$ cat config.mk
export PLATFORM = sky130hd
export DESIGN_NAME = pc_sequencer_flat
export DESIGN_NICKNAME = d
export VERILOG_FILES = /design/src/rtl/pc_sequencer_if.sv /design/src/rtl/pc_sequencer.sv /design/src/flat_wrapper.sv
export SDC_FILE = /design/constraint.sdc
export NUM_CORES = 1
export LEC_CHECK = 0
export CAP_MARGIN = 20
export CORE_ASPECT_RATIO = 1.2
export CORE_UTILIZATION = 45
export CTS_CLUSTER_DIAMETER = 60
export DETAILED_ROUTE_END_ITERATION = 6
export PLACE_DENSITY = 0.8
export SYNTH_ARGS = -nofsm -noshare
export SYNTH_HDL_FRONTEND = slang
export SYNTH_SLANG_ARGS = --single-unit
$ cat constraint.sdc
create_clock -name clk_i -period 4.55 [get_ports clk_i]
set_input_delay 0.6825 -clock clk_i [delete_from_list [all_inputs] [get_ports clk_i]]
set_output_delay 0.6825 -clock clk_i [all_outputs]
set_load 0.02 [all_outputs]
$ cat src/rtl/pc_sequencer_if.sv
// ----------------------------------------------------------------------------
// pc_sequencer_if
// Connects the ForthCPU program-counter sequencer to the rest of the core.
//
// Signals (named from the sequencer's point of view):
//   pc_basex, pc_offsetx : next-PC base/offset selects from the branch logic
//   a_reg, din           : base register operand and offset/target from datapath
//   exec_done, reti      : execute stage finished / return from interrupt
//   int_req              : level interrupt request
//   fetch_ack, fetch_data: memory returns an instruction word
//   pc, fetch_req        : program counter and fetch request (address = pc)
//   instr, instr_valid   : latched instruction and execute enable
//   int_ack, ie, ret_pc  : interrupt entry pulse, enable flag, saved return address
//
// Modports: slave = sequencer, master = core / memory side.
// ----------------------------------------------------------------------------
interface pc_sequencer_if #(
    parameter int unsigned WIDTH = 16
);
    logic [1:0]       pc_basex;
    logic [1:0]       pc_offsetx;
    logic [WIDTH-1:0] a_reg;
    logic [WIDTH-1:0] din;
    logic             exec_done;
    logic             reti;
    logic             int_req;
    logic             fetch_ack;
    logic [WIDTH-1:0] fetch_data;

    logic [WIDTH-1:0] pc;
    logic             fetch_req;
    logic [WIDTH-1:0] instr;
    logic             instr_valid;
    logic             int_ack;
    logic             ie;
    logic [WIDTH-1:0] ret_pc;

    modport slave (
        input  pc_basex, pc_offsetx, a_reg, din, exec_done, reti, int_req,
               fetch_ack, fetch_data,
        output pc, fetch_req, instr, instr_valid, int_ack, ie, ret_pc
    );

    modport master (
        output pc_basex, pc_offsetx, a_reg, din, exec_done, reti, int_req,
               fetch_ack, fetch_data,
        input  pc, fetch_req, instr, instr_valid, int_ack, ie, ret_pc
    );
endinterface

$ cat src/rtl/pc_sequencer.sv
// ----------------------------------------------------------------------------
// pc_sequencer
// Owns the ForthCPU program counter and the fetch/execute sequence:
//   BOOT -> FETCH -> EXEC -> (INT ->) FETCH ...
// An instruction is fetched at PC and held while execute runs. When execute
// completes, PC is updated from the branch selects (or restored from RET_PC on
// RETI). A single-level interrupt is taken at execute completion if IE is set;
// the interrupt cycle saves the already-updated PC and jumps to INT_VECTOR.
//
// Ports:
//   clk_i  : system clock, rising edge
//   rst_i  : asynchronous active-high reset
//   bus_io : pc_sequencer_if slave modport (selects, operands, handshakes,
//            PC / instruction / interrupt outputs)
//
// PC, INSTR, IE and RET_PC are registered; FETCH_REQ, INSTR_VALID and INT_ACK
// decode directly from the state register.
// ----------------------------------------------------------------------------
module pc_sequencer #(
    parameter int unsigned      WIDTH        = 16,
    parameter logic [WIDTH-1:0] RESET_VECTOR = WIDTH'(16'h0000),
    parameter logic [WIDTH-1:0] INT_VECTOR   = WIDTH'(16'h0004)
) (
    input  logic           clk_i,
    input  logic           rst_i,
    pc_sequencer_if.slave  bus_io
);

    typedef enum logic [1:0] {
        StBoot,
        StFetch,
        StExec,
        StInt
    } state_e;

    state_e           state_q;
    logic [WIDTH-1:0] pc_q;
    logic [WIDTH-1:0] instr_q;
    logic [WIDTH-1:0] ret_pc_q;
    logic             ie_q;

    // Values committed at the EXEC_DONE edge
    logic [WIDTH-1:0] base;
    logic [WIDTH-1:0] offset;
    logic [WIDTH-1:0] target;
    logic [WIDTH-1:0] pc_d;
    logic             ie_d;
    logic             take_int;

    // ------------------------------------------------------------------------
    // Next-PC selection. Reserved select codes (11) alias the documented
    // defaults: base PC, offset 2.
    // ------------------------------------------------------------------------
    always_comb begin
        base = pc_q;
        unique case (bus_io.pc_basex)
            2'b00:   base = pc_q;
            2'b01:   base = '0;
            2'b10:   base = bus_io.a_reg;
            2'b11:   base = pc_q;
            default: base = pc_q;
        endcase

        offset = '0;
        unique case (bus_io.pc_offsetx)
            2'b00:   offset = '0;
            2'b01:   offset = WIDTH'(2);
            2'b10:   offset = bus_io.din;
            2'b11:   offset = WIDTH'(2);
            default: offset = '0;
        endcase

        // Wraps modulo 2^WIDTH; instructions are halfword aligned
        target = base + offset;
    end

    always_comb begin
        pc_d = {target[WIDTH-1:1], 1'b0};
        ie_d = ie_q;
        if (bus_io.reti) begin
            pc_d = ret_pc_q;
            ie_d = 1'b1;
        end
        // RETI re-enables first, so a pending request is taken straight away
        take_int = bus_io.int_req & ie_d;
    end

    // ------------------------------------------------------------------------
    // Sequencer state and registered outputs
    // ------------------------------------------------------------------------
    always_ff @(posedge clk_i or posedge rst_i) begin
        if (rst_i) begin
            state_q  <= StBoot;
            pc_q     <= RESET_VECTOR;
            instr_q  <= '0;
            ret_pc_q <= '0;
            ie_q     <= 1'b1;
        end else begin
            unique case (state_q)
                StBoot: begin
                    state_q <= StFetch;
                end

                StFetch: begin
                    if (bus_io.fetch_ack) begin
                        instr_q <= bus_io.fetch_data;
                        state_q <= StExec;
                    end
                end

                StExec: begin
                    if (bus_io.exec_done) begin
                        pc_q    <= pc_d;
                        ie_q    <= ie_d;
                        state_q <= take_int ? StInt : StFetch;
                    end
                end

                StInt: begin
                    // pc_q already holds the post-execute target here
                    ret_pc_q <= pc_q;
                    pc_q     <= INT_VECTOR;
                    ie_q     <= 1'b0;
                    state_q  <= StFetch;
                end

                default: begin
                    state_q <= StBoot;
                end
            endcase
        end
    end

    // ------------------------------------------------------------------------
    // Outputs
    // ------------------------------------------------------------------------
    assign bus_io.pc          = pc_q;
    assign bus_io.instr       = instr_q;
    assign bus_io.ret_pc      = ret_pc_q;
    assign bus_io.ie          = ie_q;
    assign bus_io.fetch_req   = (state_q == StFetch);
    assign bus_io.instr_valid = (state_q == StExec);
    assign bus_io.int_ack     = (state_q == StInt);

endmodule
$ cat src/flat_wrapper.sv
// flat-port wrapper written by rule: the top's interface ports become plain ports
module pc_sequencer_flat 
#(
    parameter int unsigned      WIDTH        = 16,
    parameter logic [WIDTH-1:0] RESET_VECTOR = WIDTH'(16'h0000),
    parameter logic [WIDTH-1:0] INT_VECTOR   = WIDTH'(16'h0004)
)
  (clk_i, rst_i, bus_io_pc_basex, bus_io_pc_offsetx, bus_io_a_reg, bus_io_din, bus_io_exec_done, bus_io_reti, bus_io_int_req, bus_io_fetch_ack, bus_io_fetch_data, bus_io_pc, bus_io_fetch_req, bus_io_instr, bus_io_instr_valid, bus_io_int_ack, bus_io_ie, bus_io_ret_pc);
  pc_sequencer_if #(.WIDTH(WIDTH)) bus_io_i ();
  input  logic clk_i;
  input  logic rst_i;
  input wire logic [$bits(bus_io_i.pc_basex)-1:0] bus_io_pc_basex;
  input wire logic [$bits(bus_io_i.pc_offsetx)-1:0] bus_io_pc_offsetx;
  input wire logic [$bits(bus_io_i.a_reg)-1:0] bus_io_a_reg;
  input wire logic [$bits(bus_io_i.din)-1:0] bus_io_din;
  input wire logic [$bits(bus_io_i.exec_done)-1:0] bus_io_exec_done;
  input wire logic [$bits(bus_io_i.reti)-1:0] bus_io_reti;
  input wire logic [$bits(bus_io_i.int_req)-1:0] bus_io_int_req;
  input wire logic [$bits(bus_io_i.fetch_ack)-1:0] bus_io_fetch_ack;
  input wire logic [$bits(bus_io_i.fetch_data)-1:0] bus_io_fetch_data;
  output wire logic [$bits(bus_io_i.pc)-1:0] bus_io_pc;
  output wire logic [$bits(bus_io_i.fetch_req)-1:0] bus_io_fetch_req;
  output wire logic [$bits(bus_io_i.instr)-1:0] bus_io_instr;
  output wire logic [$bits(bus_io_i.instr_valid)-1:0] bus_io_instr_valid;
  output wire logic [$bits(bus_io_i.int_ack)-1:0] bus_io_int_ack;
  output wire logic [$bits(bus_io_i.ie)-1:0] bus_io_ie;
  output wire logic [$bits(bus_io_i.ret_pc)-1:0] bus_io_ret_pc;
  assign bus_io_i.pc_basex = bus_io_pc_basex;
  assign bus_io_i.pc_offsetx = bus_io_pc_offsetx;
  assign bus_io_i.a_reg = bus_io_a_reg;
  assign bus_io_i.din = bus_io_din;
  assign bus_io_i.exec_done = bus_io_exec_done;
  assign bus_io_i.reti = bus_io_reti;
  assign bus_io_i.int_req = bus_io_int_req;
  assign bus_io_i.fetch_ack = bus_io_fetch_ack;
  assign bus_io_i.fetch_data = bus_io_fetch_data;
  assign bus_io_pc = bus_io_i.pc;
  assign bus_io_fetch_req = bus_io_i.fetch_req;
  assign bus_io_instr = bus_io_i.instr;
  assign bus_io_instr_valid = bus_io_i.instr_valid;
  assign bus_io_int_ack = bus_io_i.int_ack;
  assign bus_io_ie = bus_io_i.ie;
  assign bus_io_ret_pc = bus_io_i.ret_pc;
  pc_sequencer #(.WIDTH(WIDTH), .RESET_VECTOR(RESET_VECTOR), .INT_VECTOR(INT_VECTOR)) u_core (.clk_i(clk_i), .rst_i(rst_i), .bus_io(bus_io_i));
endmodule
# --- Word level (Yosys, flattened, before mapping) ---
# Cells that the tools add are included.
classes:
  addsub: 1
  mul: 0
  n_div: 0
  magnitude_cmp: 0
  eq_ne: 11
  shifts: 0
  muxes: 12
  bitwise: 1
  n_reduce_logical: 10
op_table:
  columns: ["operator", "n"]
  rows:
  - ["$pmux W16 S3", 2]
  - ["$mux W16", 2]
  - ["$pmux W16 S2", 1]
  - ["$add A16 B16 Y16", 1]
  - ["$eq A2 B2 Y1 const B", 6]
  - ["$eq A2 B1 Y1 const B", 3]
  - ["$logic_not A2 Y1", 3]
  - ["$mux W2", 3]
  - ["$pmux W2 S3", 1]
  - ["$reduce_and A2 Y1", 3]
  - ["$reduce_or A2 Y1", 3]
  - ["$ne A2 B2 Y1 const B", 2]
  - ["$mux W1", 2]
  - ["$pmux W1 S2", 1]
  - ["$reduce_bool A2 Y1", 1]
  - ["$and A1 B1 Y1", 1]
word_totals:
  reg_bits: 51
  latchBits: 0
  ramBits: 0
  rom_bits: 0
  in_bits: 58
  out_inout_bits: 52
  wordCells: 40
  mem_count: 0

# --- Longest topological paths before layout ---
# Gate-level depths: netlist (run 1).
logic_depth:
  ltp_word: 7
  mapped_depth: 14
  mapped_depth_nobuf: 11

# --- Worst setup path after synthesis (run 1) ---
# No wires, ideal clock.
synth_path:
  kind: "input to register"
  start: "in bus_io_pc_basex[0]"
  end: "reg u_core.pc_q[13], in the netlist u_core.bus_io.pc[13]"
  setup_ns: 0.130
  t_arrival_ns: 2.999
  t_required_ns: 4.420
  slack_ns: 1.421
  path_stages: 14
  path_buffers: 3
  cell_sequence: "inv_1 -> ha_1 -> buf_2 -> clkbuf_1 -> a22oi_1 -> nor2_1 -> ha_1 -> buf_2 -> a211oi_2 -> o21bai_1 -> a2111oi_0 -> o21ai_1 -> xnor2_1 -> o21ai_1"
synth_via:
  elab_chain_len: 7
  elab_cells_between_ends: 10
  classes_between: "add/sub: 1; eq/ne: 3; mux: 4; reduce/logical: 2"
synth_rtl:
  columns: ["item", "line", "source"]
  rows:
  - ["from (decl)", "flat_wrapper.sv:12", "input wire logic [$bits(bus_io_i.pc_basex)-1:0] bus_io_pc_basex;"]
  - ["$eq A2 B2 Y1 or $logic_not A2 Y1 (tied branches)", "pc_sequencer.sv:56", "unique case (bus_io.pc_basex)"]
  - ["$reduce_or A2 Y1 (no source line)", null, null]
  - ["$pmux W16 S3 *", "pc_sequencer.sv:56", null]
  - ["$add A16 B16 Y16 *", "pc_sequencer.sv:74", "target = base + offset;"]
  - ["$mux W16 *", "pc_sequencer.sv:80", "if (bus_io.reti) begin"]
  - ["$mux W16 *", "pc_sequencer.sv:112", "if (bus_io.exec_done) begin"]
  - ["$pmux W16 S2 *", "pc_sequencer.sv:99", "unique case (state_q)"]
  - ["to (signal assigned)", "pc_sequencer.sv:113", "pc_q <= pc_d;"]
  - ["to (decl)", "pc_sequencer.sv:37", "logic [WIDTH-1:0] pc_q;"]
# Mark *: on every way between the ends. The rest lies on a longest branch, timed or not. The select of a mux whose other input is x is not followed.
# A chain may end at the register's enable or synchronous reset.

# --- Worst setup path in the final report (run 1) ---
# Same ends and word-level chain as after synthesis.

==> flow_metrics.py, run 1 <==
metrics = {
    "setup_path": {
        "crit_type": "input port to flip-flop",
        "startpoint_type": "input port",
        "cp.required_ps": 4730,
        "path_max_fanout": 16,
        "worstPathArrival_ps": 3810,
        "cp-end-kind": "flip-flop",
    },
    "synthesis": {
        "synth_top_family_by_area": "compound AO/OA/AOI/OAI gates",
        "synth_area_per_cell_um2": 10.1,
        "syn_inst": 305,
        "synth_fa_ha_area_share_pct": 7.14,
        "ys_seq_area_share_pct": 41.4,
        "syn_area_um2": 3090,
        "postSynth.asyncResetShare_pct": 100,
        "synth-simple-area-share_pct": 12.4,
        "ys_types": 45,
        "synthMuxAreaShare_pct": 11.6,
        "synth-seq-cells": 51,
        "synth-compound-area-share_pct": 20.4,
        "ys.flop_type": "dfrtp_1",
        "synth_xor_area_share_pct": 3.97,
        "synth_edf_count": 0,
        "yosysWarnings": 0,
        "syn-num-nets": 380,
    },
    "detailed_routing": {
        "routedWlPerCell_um": 16.1,
        "vias": 2731,
        "drtPass1Iterations": 5,
        "ant_nets": 0,
        "drt_wl_total_um": 7940,
        "vias_per_cell": 5.54,
        "drc": 0,
        "drt_iter0_drc": 186,
    },
    "timing": {
        "hold_violations": 0,
        "slew_viol_final": 0,
        "skew_ps": 8.84,
        "timing.fmax_mhz": 275,
        "setup_tns_ps": 0,
        "rsz0062_at_grt": "no",
        "worst_pin_slew_ps": 1140,
        "layout_min_cycle_time_ps": 3640,
        "fin_crit_sh_pct": 79.9,
        "max_slew_margin_pct": 23.7,
        "setup_violations": 0,
    },
    "cts": {
        "cts.hold.buffers_added": 0,
        "clk_pin_slew_ps": 90,
        "cts_root_buf": "clkbuf_8",
        "clock-sinks": 51,
        "numCtsBuffers": 5,
        "clk_latency_ps": 300,
        "clockBufferDepth": 2,
        "tritoncts": "built",
        "cts_setup_buffers": 0,
        "cts_max_level": 2,
        "cts_resized": 0,
    },
    "die": {
        "die-area_um2": 7190,
        "ios": 110,
        "rows": 32,
        "chipWidth_um": 77.6,
        "coreArea_um2": 6530,
        "start_util_pct": 47.3,
        "die-height_um": 92.7,
    },
    "placement": {
        "post-dp-hpwl_um": 6280,
        "gp_congestion": 0.867,
        "detailed_place.area_um2": 4230,
        "numPortBuffers": 109,
    },
    "grt": {
        "grt_antenna_before_repair": 0,
        "grt_max_degree": 52,
        "grt_pass1_wl_um": 12700,
        "grt-ovfl-total": 0,
        "grt_usage_pct": 22.3,
        "first_global_vias": 2566,
    },
    "finish": {
        "antennaDiodeCount": 0,
        "synthToLayoutAreaGrowth_pct": 40.8,
        "final_net_count": 482,
        "fin_area_um2": 4340,
        "drive_gt1_share_pct": 12.5,
    },
    "worst_hold_path": {
        "hold_path.class": "flip-flop to flip-flop",
    },
    "outcome": {
        "status": "completed",
    },
    "power_and_ir_drop": {
        "leakagePower_uw": 0.00187,
        "ir_drop_mv": 0.289,
        "powerDensity_nw_per_um2": 440,
    },
    "run": {
        "max_cap_violations": 0,
    },
}
==> registers in the layout (all words and copies together), names as in the netlist <==
name / cells
u_core.bus_io.ie: 1
u_core.bus_io.ret_pc: 16
u_core.state_q: 2
u_core.bus_io.instr: 16
u_core.bus_io.pc: 16
==> synth_stat cells (5+ instances only) <==
| cell type | number | share of area, % |
|---|---|---|
| o21ai_0 | 19 | 3.1 |
| and2_1 | 13 | 2.6 |
| clkbuf_1 | 11 | 1.3 |
| inv_1 | 7 | 0.85 |
| a21o_1 | 6 | 1.5 |
| xor2_1 | 6 | 1.7 |
| a211oi_1 | 5 | 1.2 |
| xnor2_1 | 8 | 2.3 |
| o21ai_1 | 8 | 1.3 |
| a22oi_1 | 26 | 6.3 |
| nand2_1 | 19 | 2.3 |
| nor2_1 | 23 | 2.8 |
| dfrtp_1 | 50 | 41 |
| mux2_2 | 30 | 11 |
| a21oi_1 | 9 | 1.5 |
| ha_1 | 16 | 6.5 |
==> placed cells by master (no fill, tap or decap), types with 3 or more instances in the layout <==
| master | n |
|---|---|
| and2_1 | 13 |
| inv_1 | 6 |
| xnor2_1 | 8 |
| nor2_1 | 23 |
| a22oi_1 | 26 |
| nand2_1 | 19 |
| clkbuf_8 | 6 |
| and3_1 | 4 |
| a21oi_1 | 9 |
| dfrtp_1 | 50 |
| a211oi_1 | 5 |
| o21ai_1 | 8 |
| ha_1 | 16 |
| o21ai_0 | 19 |
| nand3_1 | 3 |
| xor2_1 | 6 |
| clkdlybuf4s50_1 | 109 |
| nand4_1 | 3 |
| a31oi_1 | 4 |
| a21o_1 | 6 |
| mux2_2 | 30 |
==> worst max-delay path, stage by stage <==
cell and delay (ps):
clkdlybuf4s50_1 480, inv_1 50, ha_1 490, a22oi_1 260, nor2_1 60, ha_1 400
a211oi_2 290, o21bai_1 160, a2111oi_0 510, o21ai_1 160, xnor2_1 180, o21ai_1 80
==> through the flow <==
step                      hold slack (ps)  power [uW]  std cells  setup WS (ps)  util [%]
after detailed placement              492        1660        484            650      64.7
after floorplan                       475        1220        305           1420         -
after global placement                485        1630        484            706      64.7
after CTS                             514        1930        492            968      66.3
after global routing                  523        2020        493            727      66.6
final                                 511        1910        493            914      66.6
==> metal layers <==
layer,wire length (um),up-vias,GRT usage (%)
met1,3480,1302,29.2
met5,0,-,0
met3,322,15,2.56
met2,4000,95,38.2
met4,142,0,7.55
li1,-,1319,-
==> report_power, final <==
group	total, uW	switching, uW	internal, uW
clock	271	146	124
combinational	941	466	476
sequential	701	104	598
==> worst paths after layout <==
path | startpoint | end | slack, ps | cells after the start
worst min-delay path | u_core.bus_io.instr[13] | u_core.bus_io.instr[13] | 510 | 1
worst min register to register | u_core.bus_io.instr[13] | u_core.bus_io.instr[13] | 510 | 1
worst max register to register | u_core.bus_io.pc[8] | u_core.bus_io.pc[13] | 1970 | 9
max in group asynchronous | rst_i | u_core.bus_io.ie | 3480 | 3
min in group asynchronous | rst_i | u_core.bus_io.instr[14] | 570 | 2
worst max-delay path | bus_io_pc_basex[0] | u_core.bus_io.pc[13] | 910 | 12
==> final cells by class <==
type / count / area (um^2)
Fill cell: 524 / 2180
Multi-Input combinational cell: 230 / 1710
Sequential cell: 51 / 1280
Timing Repair Buffer: 111 / 1120
Tap cell: 85 / 106
Clock buffer: 6 / 82.6
Inverter: 8 / 30.0
Clock inverter: 2 / 16.3
==> cells by family after synthesis <==
group           count (synthesis)
xor+xnor                       14
buf+inv                        24
simple gates                   75
flops                          51
compound gates                 92
mux                            32
fa+ha+maj                      17
No activity file was read; power rests on OpenSTA's default activity.
==> run 2: changes to the inputs <==
==> constraint.sdc (replaced) <==
create_clock -name clk_i -period 3.5 [get_ports clk_i]
set_input_delay 0.525 -clock clk_i [delete_from_list [all_inputs] [get_ports clk_i]]
set_output_delay 0.525 -clock clk_i [all_outputs]
set_load 0.02 [all_outputs]
==> run 2 against run 1 <==
Critical endpoint is now u_core.bus_io.pc[12]. Largest power group unchanged. Clock power is 32% higher. Power rose by 33%. Design area up 4.8%. Sequential cell count did not move. Clock skew shrank 2.8 ps. Combinational power is 35% higher. Sequential power grew 31%. Die area did not move. Core utilization up 3.2 points.
==> flow_metrics.py, run 2 (synthesized netlist as in run 1, its figures left out) <==
metrics = {
    "timing": {
        "rsz0062_at_grt": "no",
        "layout_min_cycle_time_ps": 3240,
        "timing.fmax_mhz": 309,
        "slew_viol_final": 0,
        "setup_tns_ps": 0,
        "setup_ws_ps": 260,
        "worst_pin_slew_ps": 666,
        "max_slew_margin_pct": 55.5,
        "skew_ps": 6.02,
        "fin_crit_sh_pct": 92.6,
        "hold_violations": 0,
        "setup_violations": 0,
    },
    "placement": {
        "gp_congestion": 0.864,
        "dp_slack_ps": -58.5,
        "numPortBuffers": 109,
        "post-dp-hpwl_um": 6610,
        "detailed_place.area_um2": 4440,
    },
    "grt": {
        "grt-ovfl-total": 0,
        "grt_antenna_before_repair": 0,
        "grt_usage_pct": 23.6,
        "grt_max_degree": 52,
        "first_global_vias": 2793,
        "grt_pass1_wl_um": 13400,
    },
    "cts": {
        "cts_root_buf": "clkbuf_8",
        "clk_pin_slew_ps": 90,
        "numCtsBuffers": 5,
        "cts_resized": 0,
        "cts_setup_buffers": 0,
        "clk_latency_ps": 300,
        "cts_max_level": 2,
        "clock-sinks": 51,
        "cts.hold.buffers_added": 0,
        "clockBufferDepth": 2,
        "tritoncts": "built",
    },
    "detailed_routing": {
        "drc": 0,
        "drt_iter0_drc": 191,
        "drtPass1Iterations": 4,
        "ant_nets": 0,
        "routedWlPerCell_um": 16.0,
        "vias_per_cell": 5.48,
        "vias": 2853,
        "drt_wl_total_um": 8310,
    },
    "finish": {
        "layout_commonest_cell": "clkdlybuf4s50_1",
        "fin_area_um2": 4550,
        "drive_gt1_share_pct": 18.1,
        "layout_common_cells": "clkdlybuf4s50_1, dfrtp_1, mux2_2",
        "synthToLayoutAreaGrowth_pct": 47.6,
        "utilization_pct": 69.8,
        "nFillCells": 482,
        "final_net_count": 510,
        "antennaDiodeCount": 0,
    },
    "worst_hold_path": {
        "hold_path.class": "input port to async pin",
    },
    "die": {
        "start_util_pct": 47.3,
        "die-area_um2": 7190,
        "coreArea_um2": 6530,
        "ios": 110,
        "die-height_um": 92.7,
        "chipWidth_um": 77.6,
        "rows": 32,
    },
    "power_and_ir_drop": {
        "ir_drop_mv": 0.496,
        "powerDensity_nw_per_um2": 559,
        "leakagePower_uw": 0.00201,
    },
    "setup_path": {
        "crit_type": "input port to flip-flop",
        "startpoint_type": "input port",
        "cp-end-kind": "flip-flop",
        "worstPathArrival_ps": 3420,
        "path_max_fanout": 12,
        "cp.required_ps": 3680,
    },
    "run": {
        "max_cap_violations": 0,
    },
    "outcome": {
        "status": "completed",
    },
}
-- run 2: report_power, final --
group	switching, uW	internal (uW)
combinational	615	656
clock	196	162
sequential	142	777
total	953	1590
-- run 2: cell type report --
class                           count  area (um^2)  area share, %
Multi-Input combinational cell    230         1710           37.6
Tap cell                           85          106           2.34
Sequential cell                    51         1280           28.0
Timing Repair Buffer              139         1330           29.2
Clock buffer                        6         82.6           1.81
Inverter                            8         30.0          0.659
Clock inverter                      2         16.3          0.357
-- run 2: worst paths after layout --
check                                       start  cells after the start  slack (ps)                 endpoint
min reg2reg                u_core.bus_io.instr[6]                      1         510   u_core.bus_io.instr[6]
min in group clk_i         u_core.bus_io.instr[6]                      1         510   u_core.bus_io.instr[6]
min                                         rst_i                      2         400  u_core.bus_io.instr[14]
max reg2reg                   u_core.bus_io.pc[1]                      9        1050     u_core.bus_io.pc[12]
max                            bus_io_pc_basex[0]                     12         260     u_core.bus_io.pc[12]
max in group asynchronous                   rst_i                      3        2590         u_core.bus_io.ie
-- run 2: metal layers --
metal	wire length [um]	GRT usage, %
met3	463	3.35
met4	131	8.33
met2	4290	42.4
met1	3420	28.7
met5	0	0
-- run 2: stage by stage --
step                      hold WS [ps]  total power (uW)  std cells
final                              402              2550        521
after global routing               405              2680        521
after CTS                          514              2560        520
after detailed placement           493              2200        512
after global placement             486              2170        512
after floorplan                    475              1580        305
-- run 2: worst max-delay path, cell delays in order --
cell             delay (ps)
clkdlybuf4s50_1         480
inv_1                    50
ha_1                    440
a22oi_1                 250
nor2_1                  100
fa_1                    420
a21o_1                  190
a31oi_1                 260
nor2_1                  150
a211oi_1                270
xor2_1                  200
o21ai_0                 100
